`src/rtl/wb_arb_pkg.sv`:
```
// Shared definitions for the Wishbone RAM arbiter.
// Holds the FSM state type, the master index constants, the default
// slave-ack wait limit and the round-robin winner selection function.
package wb_arb_pkg;

    typedef enum logic [0:0] {
        ST_IDLE = 1'b0,
        ST_BUSY = 1'b1
    } arb_state_e;

    localparam logic [1:0] M_IBUS = 2'd0;
    localparam logic [1:0] M_DBUS = 2'd1;
    localparam logic [1:0] M_DM   = 2'd2;
    localparam logic [1:0] M_NONE = 2'd3;

    localparam int unsigned TIMEOUT_DEFAULT = 32'd255;

    // Next master index in the fixed cyclic order 0 -> 1 -> 2 -> 0.
    // M_NONE also maps to master 0 so a corrupted index still recovers.
    function automatic logic [1:0] rr_next(input logic [1:0] idx);
        logic [1:0] nxt;
        if (idx >= M_DM) begin
            nxt = M_IBUS;
        end else begin
            nxt = idx + 2'd1;
        end
        return nxt;
    endfunction

    // Request bit for one master index; M_NONE never requests.
    function automatic logic rr_req(input logic [2:0] req, input logic [1:0] idx);
        logic hit;
        case (idx)
            M_IBUS:  hit = req[0];
            M_DBUS:  hit = req[1];
            M_DM:    hit = req[2];
            default: hit = 1'b0;
        endcase
        return hit;
    endfunction

    // Round-robin winner: search starts at the master after 'last'.
    // Returns M_NONE when nobody requests.
    function automatic logic [1:0] rr_select(input logic [1:0] last, input logic [2:0] req);
        logic [1:0] c1;
        logic [1:0] c2;
        logic [1:0] c3;
        logic [1:0] win;
        c1 = rr_next(last);
        c2 = rr_next(c1);
        c3 = rr_next(c2);
        if (rr_req(req, c1)) begin
            win = c1;
        end else if (rr_req(req, c2)) begin
            win = c2;
        end else if (rr_req(req, c3)) begin
            win = c3;
        end else begin
            win = M_NONE;
        end
        return win;
    endfunction

endpackage

```
`src/rtl/wb_ram_arbiter.sv`:
```
// Three-master Wishbone arbiter in front of a single shared RAM slave.
// Masters: m0 = CPU instruction bus (read-only), m1 = CPU data bus,
// m2 = debug-module system bus. One transaction at a time, round-robin
// between transactions, with a slave-ack watchdog.
// Ports:
//   i_wb_clk / i_wb_rst      clock, asynchronous active-high reset
//   i_m0_* / o_m0_*          master 0 address/cyc in, read data/ack out
//   i_m1_* / o_m1_*          master 1 full request in, read data/ack out
//   i_m2_* / o_m2_*          master 2 full request in, read data/ack out
//   o_s_* / i_s_*            shared slave request out, read data/ack in
//   o_grant                  owning master index, 2'd3 when idle
//   o_timeout_err            one-cycle pulse when the watchdog fires
module wb_ram_arbiter
    import wb_arb_pkg::*;
#(
    parameter int unsigned TIMEOUT = TIMEOUT_DEFAULT,
    parameter logic [31:0] ERR_RDT = 32'h0000_0000
) (
    input  logic        i_wb_clk,
    input  logic        i_wb_rst,
    input  logic [31:0] i_m0_adr,
    input  logic        i_m0_cyc,
    output logic [31:0] o_m0_rdt,
    output logic        o_m0_ack,
    input  logic [31:0] i_m1_adr,
    input  logic [31:0] i_m1_dat,
    input  logic [3:0]  i_m1_sel,
    input  logic        i_m1_we,
    input  logic        i_m1_cyc,
    output logic [31:0] o_m1_rdt,
    output logic        o_m1_ack,
    input  logic [31:0] i_m2_adr,
    input  logic [31:0] i_m2_dat,
    input  logic [3:0]  i_m2_sel,
    input  logic        i_m2_we,
    input  logic        i_m2_cyc,
    output logic [31:0] o_m2_rdt,
    output logic        o_m2_ack,
    output logic [31:0] o_s_adr,
    output logic [31:0] o_s_dat,
    output logic [3:0]  o_s_sel,
    output logic        o_s_we,
    output logic        o_s_cyc,
    input  logic [31:0] i_s_rdt,
    input  logic        i_s_ack,
    output logic [1:0]  o_grant,
    output logic        o_timeout_err
);

    // Counter value on which the watchdog fires (BUSY cycle number TIMEOUT).
    localparam logic [7:0] TIMEOUT_LAST = 8'(TIMEOUT - 32'd1);

    arb_state_e  state_r;
    arb_state_e  state_nxt_s;
    logic [1:0]  grant_r;
    logic [1:0]  grant_nxt_s;
    logic [1:0]  last_grant_r;
    logic [1:0]  last_grant_nxt_s;
    logic [7:0]  wait_cnt_r;
    logic [7:0]  wait_cnt_nxt_s;
    logic [2:0]  req_s;
    logic [31:0] g_adr_s;
    logic [31:0] g_dat_s;
    logic [3:0]  g_sel_s;
    logic        g_we_s;
    logic        g_cyc_s;
    logic        ack_s;
    logic [31:0] ack_rdt_s;

    assign req_s = {i_m2_cyc, i_m1_cyc, i_m0_cyc};

    // Request fields of the currently granted master; m0 is a fixed full-word read.
    always_comb begin
        g_adr_s = 32'h0000_0000;
        g_dat_s = 32'h0000_0000;
        g_sel_s = 4'h0;
        g_we_s  = 1'b0;
        g_cyc_s = 1'b0;
        case (grant_r)
            M_IBUS: begin
                g_adr_s = i_m0_adr;
                g_sel_s = 4'hF;
                g_cyc_s = i_m0_cyc;
            end
            M_DBUS: begin
                g_adr_s = i_m1_adr;
                g_dat_s = i_m1_dat;
                g_sel_s = i_m1_sel;
                g_we_s  = i_m1_we;
                g_cyc_s = i_m1_cyc;
            end
            M_DM: begin
                g_adr_s = i_m2_adr;
                g_dat_s = i_m2_dat;
                g_sel_s = i_m2_sel;
                g_we_s  = i_m2_we;
                g_cyc_s = i_m2_cyc;
            end
            default: begin
                g_cyc_s = 1'b0;
            end
        endcase
    end

    // FSM next state, slave-side outputs and the completion (ack/timeout) decision.
    always_comb begin
        state_nxt_s      = state_r;
        grant_nxt_s      = grant_r;
        last_grant_nxt_s = last_grant_r;
        wait_cnt_nxt_s   = wait_cnt_r;
        o_s_adr          = 32'h0000_0000;
        o_s_dat          = 32'h0000_0000;
        o_s_sel          = 4'h0;
        o_s_we           = 1'b0;
        o_s_cyc          = 1'b0;
        o_grant          = M_NONE;
        o_timeout_err    = 1'b0;
        ack_s            = 1'b0;
        ack_rdt_s        = 32'h0000_0000;
        case (state_r)
            ST_IDLE: begin
                if (req_s != 3'b000) begin
                    grant_nxt_s    = rr_select(last_grant_r, req_s);
                    wait_cnt_nxt_s = 8'd0;
                    state_nxt_s    = ST_BUSY;
                end else begin
                    grant_nxt_s = M_NONE;
                end
            end
            ST_BUSY: begin
                o_grant = grant_r;
                if (!g_cyc_s) begin
                    // Master gave up: drop the slave cycle now, no ack.
                    state_nxt_s      = ST_IDLE;
                    grant_nxt_s      = M_NONE;
                    last_grant_nxt_s = grant_r;
                end else begin
                    o_s_cyc = 1'b1;
                    o_s_adr = g_adr_s;
                    o_s_dat = g_dat_s;
                    o_s_sel = g_sel_s;
                    o_s_we  = g_we_s;
                    if (i_s_ack) begin
                        // A real ack wins over a simultaneous timeout.
                        ack_s            = 1'b1;
                        ack_rdt_s        = i_s_rdt;
                        state_nxt_s      = ST_IDLE;
                        grant_nxt_s      = M_NONE;
                        last_grant_nxt_s = grant_r;
                    end else if (wait_cnt_r == TIMEOUT_LAST) begin
                        ack_s            = 1'b1;
                        ack_rdt_s        = ERR_RDT;
                        o_timeout_err    = 1'b1;
                        state_nxt_s      = ST_IDLE;
                        grant_nxt_s      = M_NONE;
                        last_grant_nxt_s = grant_r;
                    end else if (wait_cnt_r != 8'hFF) begin
                        wait_cnt_nxt_s = wait_cnt_r + 8'd1;
                    end else begin
                        wait_cnt_nxt_s = wait_cnt_r;
                    end
                end
            end
            default: begin
                state_nxt_s = ST_IDLE;
                grant_nxt_s = M_NONE;
            end
        endcase
    end

    // Route the single ack/read-data pair to the granted master only.
    always_comb begin
        o_m0_ack = 1'b0;
        o_m1_ack = 1'b0;
        o_m2_ack = 1'b0;
        o_m0_rdt = 32'h0000_0000;
        o_m1_rdt = 32'h0000_0000;
        o_m2_rdt = 32'h0000_0000;
        if (ack_s) begin
            case (grant_r)
                M_IBUS: begin
                    o_m0_ack = 1'b1;
                    o_m0_rdt = ack_rdt_s;
                end
                M_DBUS: begin
                    o_m1_ack = 1'b1;
                    o_m1_rdt = ack_rdt_s;
                end
                M_DM: begin
                    o_m2_ack = 1'b1;
                    o_m2_rdt = ack_rdt_s;
                end
                default: begin
                    o_m0_ack = 1'b0;
                end
            endcase
        end else begin
            o_m0_ack = 1'b0;
        end
    end

    // State, grant, last-grant and wait-counter registers; last_grant resets to m2 so m0 wins first.
    always_ff @(posedge i_wb_clk or posedge i_wb_rst) begin
        if (i_wb_rst) begin
            state_r      <= ST_IDLE;
            grant_r      <= M_NONE;
            last_grant_r <= M_DM;
            wait_cnt_r   <= 8'd0;
        end else begin
            state_r      <= state_nxt_s;
            grant_r      <= grant_nxt_s;
            last_grant_r <= last_grant_nxt_s;
            wait_cnt_r   <= wait_cnt_nxt_s;
        end
    end

endmodule

```
`config.mk`:
```
export PLATFORM = sky130hd
export DESIGN_NAME = wb_ram_arbiter
export DESIGN_NICKNAME = d
export VERILOG_FILES = /design/src/rtl/wb_arb_pkg.sv /design/src/rtl/wb_ram_arbiter.sv
export SDC_FILE = /design/constraint.sdc
export NUM_CORES = 1
export LEC_CHECK = 0
export ABC_AREA = 1
export BUFFER_PORTS_ARGS = -buffer_cell sky130_fd_sc_hd__buf_2
export CAP_MARGIN = 20
export CORE_AREA = 10 10 141 143
export DETAILED_ROUTE_END_ITERATION = 7
export DIE_AREA = 0 0 151 153
export GPL_TIMING_DRIVEN = 0
export PLACE_DENSITY = 0.58
export SLEW_MARGIN = 20
export SYNTH_ARGS = -nofsm -noshare
export SYNTH_HDL_FRONTEND = slang
export SYNTH_SLANG_ARGS = --single-unit
```
`constraint.sdc`:
```
create_clock -name i_wb_clk -period 3.4 [get_ports i_wb_clk]
set_input_delay 0.34 -clock i_wb_clk [delete_from_list [all_inputs] [get_ports i_wb_clk]]
set_output_delay 0.34 -clock i_wb_clk [all_outputs]
set_load 0.03 [all_outputs]
```
==> results.cfg, run 1 <==
[global_route]
grt_busiest_layer = met2
grt_overflow_total = 0
met1_usage_pct = 19.6
grt_max_degree = 14
grt_util_met3_pct = 5.73
groute.layer.met2.usage_pct = 29.2
grt_pass1_vias = 5165
antenna_found_initial = 1
grt_use_total_pct = 16.9
grt_pass1_wl_um = 31200

[placed_design]
place.gp.congestion = 0.936
placement.io_buffers = 379
dp.final_hpwl_um = 18200
dp_worst_setup_slack_ns = 0.737

[run]
drv_cap = 0

[clock_tree]
cts_tree = yes
cts_resized = 0
clkLatencyLatePin_ns = 0.25
numCtsBuffers = 3
post-cts-setup-buffer-count = 0
cts_root_buffer = clkbuf_16
clock-sinks = 13
cts.htree.levels = 1
cts_buffer_depth = 2
cts_hold_buf = 0
cts.clk_slew.worst_paths_ns = 0.05

[logic_synthesis]
avgSynthCellArea_um2 = 5.21
synth_cell_types = 27
syn-num-nets = 784
netlist_area_mm2 = 0.00297
synth.yosys.seq_area_share_pct = 11.1
synthCells = 570
yosysWarningCount = 0
ys_seq_elements = 13

[power_and_ir_drop]
p_leak_nw = 2.80
power_switching_mw = 1.42
internal_power_uw = 860
p_sw_share_pct = 62.3
irDropWorstVdd_mv = 0.295
combPwrFrac_pct = 78.5
seqPwrFrac_pct = 11.3
pwr-share-clk_pct = 10.2
powerDensity_mw_per_mm2 = 436

[cells_and_area]
nets = 1168
drive_gt1_share_pct = 47.0
area_delta_synth_final_pct = 76.2
mostFrequentLayoutCell = buf_2
most-common-layout-cells = buf_2 (387), nand2_1 (219), nor2_1 (121), nand3_1 (51), a21oi_2 (30)

[timing]
finalCriticalPeriod_ns = 2.81
clock.fmax_mhz = 356
min_period_over_period_pct = 82.7
final-setup-viol-count = 0
setup_tns_ns = 0
slew_headroom_pct = 63.4
finalClockSkew_ns = 0.00419
rsz0062_at_grt = no
slew_viol_final = 0
fin_ws_ns = 0.587
worstMarginPinSlew_ns = 0.548
final-hold-violation-count = 0

[worst_setup_path]
crit_fanout = 10
cp-start-kind = register
crit_type = register to output pin
endpoint_kind = output pin
cp_data_arrival_time_ns = 2.47
worstPathRequired_ns = 3.06

[die]
die_h_um = 153
core_area_mm2 = 0.0171
die-area_mm2 = 0.0231
rows = 48
start_util_pct = 17.4
io_pins = 380
die_w_um = 151

[drt]
vias = 5285
wl_per_cell_um = 18.1
wirelength_um = 21400
drt_iter0_markers = 243
viasPerCell = 4.48
ant_nets = 0
drc = 0
first_pass_iters = 5

[worst_hold_path]
holdCritPathClass = input pin to asynchronous set/reset pin

[status]
status = complete, no violations
==> per-layer routing <==
metal,up-vias,part of all wire [%]
li1,2606,-
met3,27,12
met5,-,0
met2,269,48
met1,2383,38
met4,0,2.2
==> critical path: stages, from the launching register on <==
cell and delay [ns]:
dfstp_2 0.37, inv_1 0.15, ha_1 0.16, buf_2 0.21
buf_2 0.32, clkbuf_1 0.42, nand2_1 0.10, a21oi_1 0.19
buf_2 0.28
==> flip-flops by register name, summed over array words and instances (netlist names) <==
signal        count
grant_r           2
state_r           1
wait_cnt_r        8
last_grant_r      2
==> path summary, 6_finish.rpt <==
path,startpoint,to,slack (ns),depth (start not counted)
min reg2reg,last_grant_r[1]$_DFFE_PP1P_,last_grant_r[1]$_DFFE_PP1P_,0.53,2
min,i_wb_rst,wait_cnt_r[1]$_DFFE_PP0P_,0.13,2
min in group i_wb_clk,i_m2_cyc,grant_r[1]$_DFFE_PP1P_,0.48,3
max reg2reg,grant_r[0]$_DFFE_PP1P_,wait_cnt_r[1]$_DFFE_PP0P_,1.42,10
max,grant_r[0]$_DFFE_PP1P_,o_s_dat[31],0.59,8
max in group asynchronous,i_wb_rst,grant_r[0]$_DFFE_PP1P_,2.90,2
==> cell type report <==
cell class	instances	area (um2)
clock buffer	4	78.8
multi-input combinational	489	2310
timing repair buffer	379	1900
tap	225	282
fill	2015	11800
antenna	2	5.00
sequential	13	329
buffer	42	228
inverter	26	103
==> through the flow <==
| step | cell area (um2) | hold WS [ns] | util (%) | instances | power [mW] |
|---|---|---|---|---|---|
| after floorplan | 2970 | 0.215 | - | 570 | 1.45 |
| after global placement | 5150 | 0.411 | 30.2 | 1174 | 2.06 |
| after detailed placement | 5150 | 0.419 | 30.2 | 1174 | 2.07 |
| after CTS | 5230 | 0.152 | 30.6 | 1178 | 2.31 |
| after global routing | 5230 | 0.189 | 30.7 | 1179 | 2.50 |
| final | 5230 | 0.130 | 30.7 | 1180 | 2.28 |
==> power by group through the flow <==
stage | logic (mW) | clock network, mW | registers, mW
floorplan | 1.21 | 0 | 0.248
global placement | 1.80 | 0 | 0.261
CTS | 1.81 | 0.234 | 0.259
global route | 2.00 | 0.239 | 0.269
finish | 1.79 | 0.232 | 0.259
detailed placement | 1.80 | 0 | 0.262
==> cell usage after synthesis (all sizes together) <==
cell,number,area [um2]
nand2,223,852
nor2,122,474
nand3,51,255
a21oi,35,288
a31oi,33,244
inv,26,103
clkbuf,24,90.1
buf,18,138
dfrtp,10,250
o21ai,8,40.0
ha,6,75.1
a221oi,4,35.0
dfstp,3,78.8
nand4,2,12.5
nor3,2,10.0
o21bai,1,7.51
xnor2,1,8.76
xor2,1,8.76
==> cells by family after synthesis <==
| group | count (synthesis) | synth area share, % |
|---|---|---|
| flops | 13 | 11.1 |
| xor+xnor | 2 | 0.590 |
| compound gates | 81 | 20.7 |
| buf+inv | 68 | 11.1 |
| simple gates | 400 | 54.0 |
| fa+ha+maj | 6 | 2.53 |
(Power assumes the default switching activity.)
==> run 2, diff against run 1 <==
--- a/config.mk
+++ b/config.mk
@@ -5,7 +5,7 @@
 export SDC_FILE = /design/constraint.sdc
 export NUM_CORES = 1
 export LEC_CHECK = 0
-export ABC_AREA = 1
+export ABC_AREA = 0
 export BUFFER_PORTS_ARGS = -buffer_cell sky130_fd_sc_hd__buf_2
 export CAP_MARGIN = 20
 export CORE_AREA = 10 10 141 143
==> constraint.sdc (replaced) <==
create_clock -name i_wb_clk -period 2.3 [get_ports i_wb_clk]
set_input_delay 0.23 -clock i_wb_clk [delete_from_list [all_inputs] [get_ports i_wb_clk]]
set_output_delay 0.23 -clock i_wb_clk [all_outputs]
set_load 0.03 [all_outputs]
==> run 2 against run 1 <==
Against the previous run:
- via count fell by 9.8%
- worst hold slack got worse by 0.12 ns
- synthesized area fell by 13%
- largest cell class is now non-clock buffers
- the flow now finishes with violations (negative setup slack)
- global-route usage fell by 0.38 points
- total power rose by 89%
- synthesized cell count fell by 35%
==> results.cfg, run 2 <==
[status]
status = complete, but fails checks
failed_checks = negative setup slack

[clock_tree]
cts.htree.levels = 1
numCtsBuffers = 3
cts_buffer_depth = 2
cts_hold_buf = 0
cts_tree = yes
clkLatencyLatePin_ns = 0.25
cts.clk_slew.worst_paths_ns = 0.05
cts_root_buffer = clkbuf_16
clock-sinks = 13

[die]
die-area_mm2 = 0.0231
core_area_mm2 = 0.0171
start_util_pct = 15.2
die_h_um = 153
io_pins = 380
die_w_um = 151
rows = 48

[timing]
clock.fmax_mhz = 381
slew_viol_final = 0
finalCriticalPeriod_ns = 2.63
fin_ws_ns = -0.326
final-hold-violation-count = 0
worstMarginPinSlew_ns = 0.644
slew_headroom_pct = 57.1
finalClockSkew_ns = 0.00204
final-setup-viol-count = 171
min_period_over_period_pct = 114
rsz0062_at_grt = yes

[worst_setup_path]
worstPathRequired_ns = 2.07
cp-start-kind = register
crit_type = register to output pin
reg2reg_from = grant_r[0]$_DFFE_PP1P_
worstSetupStartpoint = grant_r[1]$_DFFE_PP1P_
endpoint_kind = output pin
cp_common_cell = buf_6
regToRegSetupSlack_ns = -0.02
cp_data_arrival_time_ns = 2.40
r2r_end = wait_cnt_r[1]$_DFFE_PP0P_
ff2ff_path_depth = 10
crit_path_max_incr_delay_ns = 0.55
crit_buf_inv = 5
crit_family = simple AND/OR/NAND/NOR gates
slowest_stage = dfstp_2
path_cells = inv_4 > ha_4 > buf_6 > a222oi_1 > or2_4 > inv_4 > and3_4 > buf_6 > and2_4 > buf_6
crit_fanout = 8

[cells_and_area]
layout.cells.non_filler = 1011
diodes = 0
nets = 1001
area_delta_synth_final_pct = 172
mostFrequentLayoutCell = buf_2
largestRegisters = wait_cnt_r: 8 flops, grant_r: 2 flops, last_grant_r: 2 flops
most-common-layout-cells = buf_2 (223), buf_6 (163), and2_4 (96), nor2_4 (41), a22oi_1 (34)
drive_gt1_share_pct = 78.4
utilization_pct = 41.4
regMostFlops = wait_cnt_r
largest_reg_flops = 8

[placed_design]
place.gp.congestion = 0.917
dp.final_hpwl_um = 17000
dpl.cell_count = 973
placement.io_buffers = 379

[drt]
drt_iter0_markers = 284
viasPerCell = 4.72
vias = 4767
ant_nets = 0
first_pass_iters = 6
wirelength_um = 22300
drc = 0
wl_per_cell_um = 22.0

[global_route]
grt_pass1_wl_um = 30600
antenna_found_initial = 1
grt_pass1_vias = 5065
grt_use_total_pct = 16.6
grt_max_degree = 14
grt_overflow_total = 0

[power_and_ir_drop]
powerDensity_mw_per_mm2 = 612
p_total_mw = 4.32
p_leak_nw = 3.33
irDropWorstVdd_mv = 0.347

[logic_synthesis]
synthArstFlopShare_pct = 100
ys_seq_elements = 13
syn-num-nets = 583
yosys.area.top_type = and2_1
yosys.area.top_type_share_pct = 23.8
synth.most_common_cell = and2_1
synth.yosys.seq_area_share_pct = 12.7
synthCells = 369
synth.area.top_cells = and2_1 (24%), a222oi_1 (13%), nor2_1 (10%)
synth_cell_types = 35
synth_edf_count = 0
netlist_area_mm2 = 0.00260
synth_commonest_cells = and2_1 (99), nor2_1 (72), a22oi_1 (34)
synth_flop_cell = dfrtp_1
avgSynthCellArea_um2 = 7.04
yosysWarningCount = 0

[run]
drv_cap = 0

[worst_hold_path]
holdCritPathClass = input pin to asynchronous set/reset pin
## run 2: cell types whose count changed after synthesis, sizes merged, moves of 32 or more
cell    delta
a21oi     -35
a222oi    +33
a22oi     +34
a31oi     -32
and2      +99
nand2    -209
nand3     -46
nor2      -50
## run 2: worst max path at each step
stage | to | slack (ns) | depth (start not counted)
3_5_place_dp | o_s_dat[25] | -0.56 | 10
4_1_cts | o_s_sel[1] | -0.43 | 11
2_1_floorplan | o_m0_rdt[10] | -0.06 | 9
5_1_grt | o_m1_rdt[22] | -0.42 | 9
3_3_place_gp | o_s_dat[25] | -0.60 | 10
6_report | o_m1_rdt[18] | -0.33 | 10
## run 2: area by class of cell
cell class              instances  area [um2]
flip-flops and latches         13         329
multi-input cells             310        2680
inverters                       5        26.3
plain buffers                  39         350
clock buffers                   4        78.8
fillers                      1646        9990
well taps                     225         282
repair buffers                415        3320
## run 2: cells by family (layout without fill, tap and decap cells)
| group | after synthesis | count (layout) | synth area share [%] |
|---|---|---|---|
| AOI/OAI and AO/OA | 82 | 82 | 27.3 |
| adders and majority gates | 6 | 6 | 2.89 |
| buffers and inverters | 46 | 463 | 10.3 |
| DFF | 13 | 13 | 12.7 |
| muxes | 8 | 8 | 3.18 |
| and+or+nand+nor | 214 | 214 | 43.6 |
## run 2: power breakdown
group          switching (mW)  leakage, nW  total [mW]  internal (mW)
clock                   0.102       0.0382       0.336          0.234
sequential             0.0496        0.165       0.350          0.301
combinational            2.10         3.12        3.63           1.53
total                    2.25         3.33        4.32           2.07
## run 2: per-stage QoR
step / setup WS [ns] / TNS (ns) / hold WS (ns) / instance area (um2)
2_1_floorplan: -0.0612 / -5.72 / 0.105 / 2730
6_report: -0.326 / -43.08 / 0.00575 / 7060
3_3_place_gp: -0.598 / -72.98 / 0.292 / 4910
5_1_grt: -0.421 / -59.58 / 0.0552 / 7060
3_5_place_dp: -0.565 / -71.09 / 0.286 / 4910
4_1_cts: -0.430 / -60.99 / 0.0288 / 6460
## run 2: metal layers
metal / global-route usage, % / share of wire (%)
met1: 18.5 / 36
met2: 30.0 / 51
met3: 4.40 / 10
met4: 4.31 / 2.4
met5: 0 / 0.036
## run 2: timing repair
item	in CTS	in global routing
cloned	8	5
buffers inserted	23	3
pin swaps	77	60
gates resized for setup	418	171
setup endpoints to repair	172	179
==> run 3, diff against run 2 <==
--- a/config.mk
+++ b/config.mk
@@ -5,7 +5,6 @@
 export SDC_FILE = /design/constraint.sdc
 export NUM_CORES = 1
 export LEC_CHECK = 0
-export ABC_AREA = 0
 export BUFFER_PORTS_ARGS = -buffer_cell sky130_fd_sc_hd__buf_2
 export CAP_MARGIN = 20
 export CORE_AREA = 10 10 141 143
==> constraint.sdc (replaced) <==
create_clock -name i_wb_clk -period 2.3 [get_ports i_wb_clk]
set_input_delay 0.345 -clock i_wb_clk [delete_from_list [all_inputs] [get_ports i_wb_clk]]
set_output_delay 0.345 -clock i_wb_clk [all_outputs]
set_load 0.03 [all_outputs]
==> run 3 against run 2 <==
Against the previous run:
- the run still ends with negative setup slack left
- sequential cell count unchanged
- register-to-register slack got worse by 0.47 ns
- clock-buffer cell count unchanged
- fmax decreased by 5.7%
- sequential share of layout area increased by 0.20 points
- clock power decreased by 1%
==> results.cfg, run 3 (synthesis results as in run 2) <==
[status]
status = complete, but fails checks
failed_checks = negative setup slack

[global_route]
grt_pass1_wl_um = 29300
grt_overflow_total = 0
grt_use_total_pct = 15.9
antenna_found_initial = 1
grt_pass1_vias = 5000
grt_max_degree = 14

[run]
drv_cap = 0

[worst_setup_path]
cp_data_arrival_time_ns = 2.89
path_cells = buf_4 > buf_4 > ha_4 > a222oi_1 > buf_4 > buf_4 > buf_4 > buf_4 > buf_4 > buf_4 > or4_4 > o311ai_4 > o41ai_2
slowest_stage = dfstp_2
cp_common_cell = buf_4
endpoint_kind = register
crit_path_max_incr_delay_ns = 0.56
worstSetupStartpoint = grant_r[1]$_DFFE_PP1P_
reg2reg_from = grant_r[1]$_DFFE_PP1P_
crit_fanout = 2
worstPathRequired_ns = 2.41
regToRegSetupSlack_ns = -0.49
crit_type = register to register
cp-start-kind = register

[die]
rows = 48
start_util_pct = 15.2
die-area_mm2 = 0.0231
io_pins = 380
core_area_mm2 = 0.0171
die_h_um = 153
die_w_um = 151

[clock_tree]
cts_tree = yes
clock-sinks = 13
numCtsBuffers = 3
cts.htree.levels = 1
cts_root_buffer = clkbuf_16
cts_hold_buf = 0
clkLatencyLatePin_ns = 0.24
cts_buffer_depth = 2
cts.clk_slew.worst_paths_ns = 0.05

[cells_and_area]
drive_gt1_share_pct = 76.2
regMostFlops = wait_cnt_r
fillCellCount = 1653
layout.cells.non_filler = 1008
mostFrequentLayoutCell = buf_2
nets = 997
largestRegisters = wait_cnt_r: 8 flops, grant_r: 2 flops, last_grant_r: 2 flops
most-common-layout-cells = buf_2 (237), buf_6 (144), and2_4 (96), nor2_1 (36), a22oi_1 (34)
multiInputGateArea_mm2 = 0.00256
area_delta_synth_final_pct = 161
utilization_pct = 39.7
seq_area_um2 = 329
largest_reg_flops = 8

[timing]
slew_viol_final = 0
slew_headroom_pct = 62.3
final-setup-viol-count = 173
finalCriticalPeriod_ns = 2.79
finalClockSkew_ns = 0.00136
holdWs_ns = 0.126
final-hold-violation-count = 0
worstMarginPinSlew_ns = 0.566
fin_ws_ns = -0.485
setup_tns_ns = -70.49
clock.fmax_mhz = 359
rsz0062_at_grt = yes
min_period_over_period_pct = 121

[drt]
vias = 4790
viasPerCell = 4.75
ant_nets = 0
wirelength_um = 21500
drc = 0
wl_per_cell_um = 21.3
drt_iter0_markers = 328
first_pass_iters = 7

[power_and_ir_drop]
p_total_mw = 4.13
irDropWorstVdd_mv = 0.420
p_leak_nw = 3.28
powerDensity_mw_per_mm2 = 609

[placed_design]
dpl.cell_count = 973
place.gp.congestion = 0.864
placement.io_buffers = 379
dp.final_hpwl_um = 17000

[worst_hold_path]
holdCritPathClass = input pin to asynchronous set/reset pin
run 3: worst max-delay path, delay by kind of cell (launching register included):
kind / cells / cell delay [ns]
simple gates: 1 / 0.50
fa+ha+maj: 1 / 0.12
flops: 1 / 0.56
compound gates: 3 / 0.50
buf+inv: 8 / 0.99
run 3: where the power goes:
part           switching, mW  total (mW)  leakage [nW]  internal, mW
sequential            0.0533       0.354         0.165         0.301
combinational           1.99        3.44          3.08          1.46
clock                 0.0980       0.332        0.0382         0.234
run 3: path summary, 6_finish.rpt:
| check | to | cells past startpoint |
|---|---|---|
| min in group i_wb_clk | grant_r[1]$_DFFE_PP1P_ | 3 |
| worst max register to register | wait_cnt_r[7]$_DFFE_PP0P_ | 13 |
| worst max-delay path | wait_cnt_r[7]$_DFFE_PP0P_ | 13 |
| worst min register to register | wait_cnt_r[6]$_DFFE_PP0P_ | 1 |
| max in group asynchronous | grant_r[0]$_DFFE_PP1P_ | 2 |
| worst min-delay path | wait_cnt_r[7]$_DFFE_PP0P_ | 2 |
run 3: area by class of cell:
type | instances | area share, %
diodes | 1 | 0.0369
inverters | 5 | 0.425
repair buffers | 411 | 46.4
multi-input cells | 310 | 37.8
well taps | 225 | 4.16
clock buffers | 4 | 1.16
plain buffers | 39 | 5.17
flip-flops and latches | 13 | 4.86
run 3: through the flow:
step | setup slack (ns) | area [um2]
2_1_floorplan | -0.0731 | 2960
3_3_place_gp | -0.507 | 5140
3_5_place_dp | -0.549 | 5140
4_1_cts | -0.433 | 6240
5_1_grt | -0.543 | 6780
6_report | -0.485 | 6780
run 3: what timing repair did:
item | 4_1_cts | 5_1_grt
setup buffers | 16 | 5
gates resized for setup | 265 | 136
gates cloned | 8 | 4
pin swaps | 6 | 38
endpoints found under the setup margin | 172 | 179
run 3: metal layers:
| layer | up-vias | global-route usage [%] | wire length (um) |
|---|---|---|---|
| li1 | 2184 | - | - |
| met1 | 2252 | 17.0 | 7780 |
| met2 | 329 | 29.7 | 11000 |
| met3 | 25 | 4.55 | 2260 |
| met4 | 0 | 3.44 | 389 |
| met5 | - | 0 | 0 |
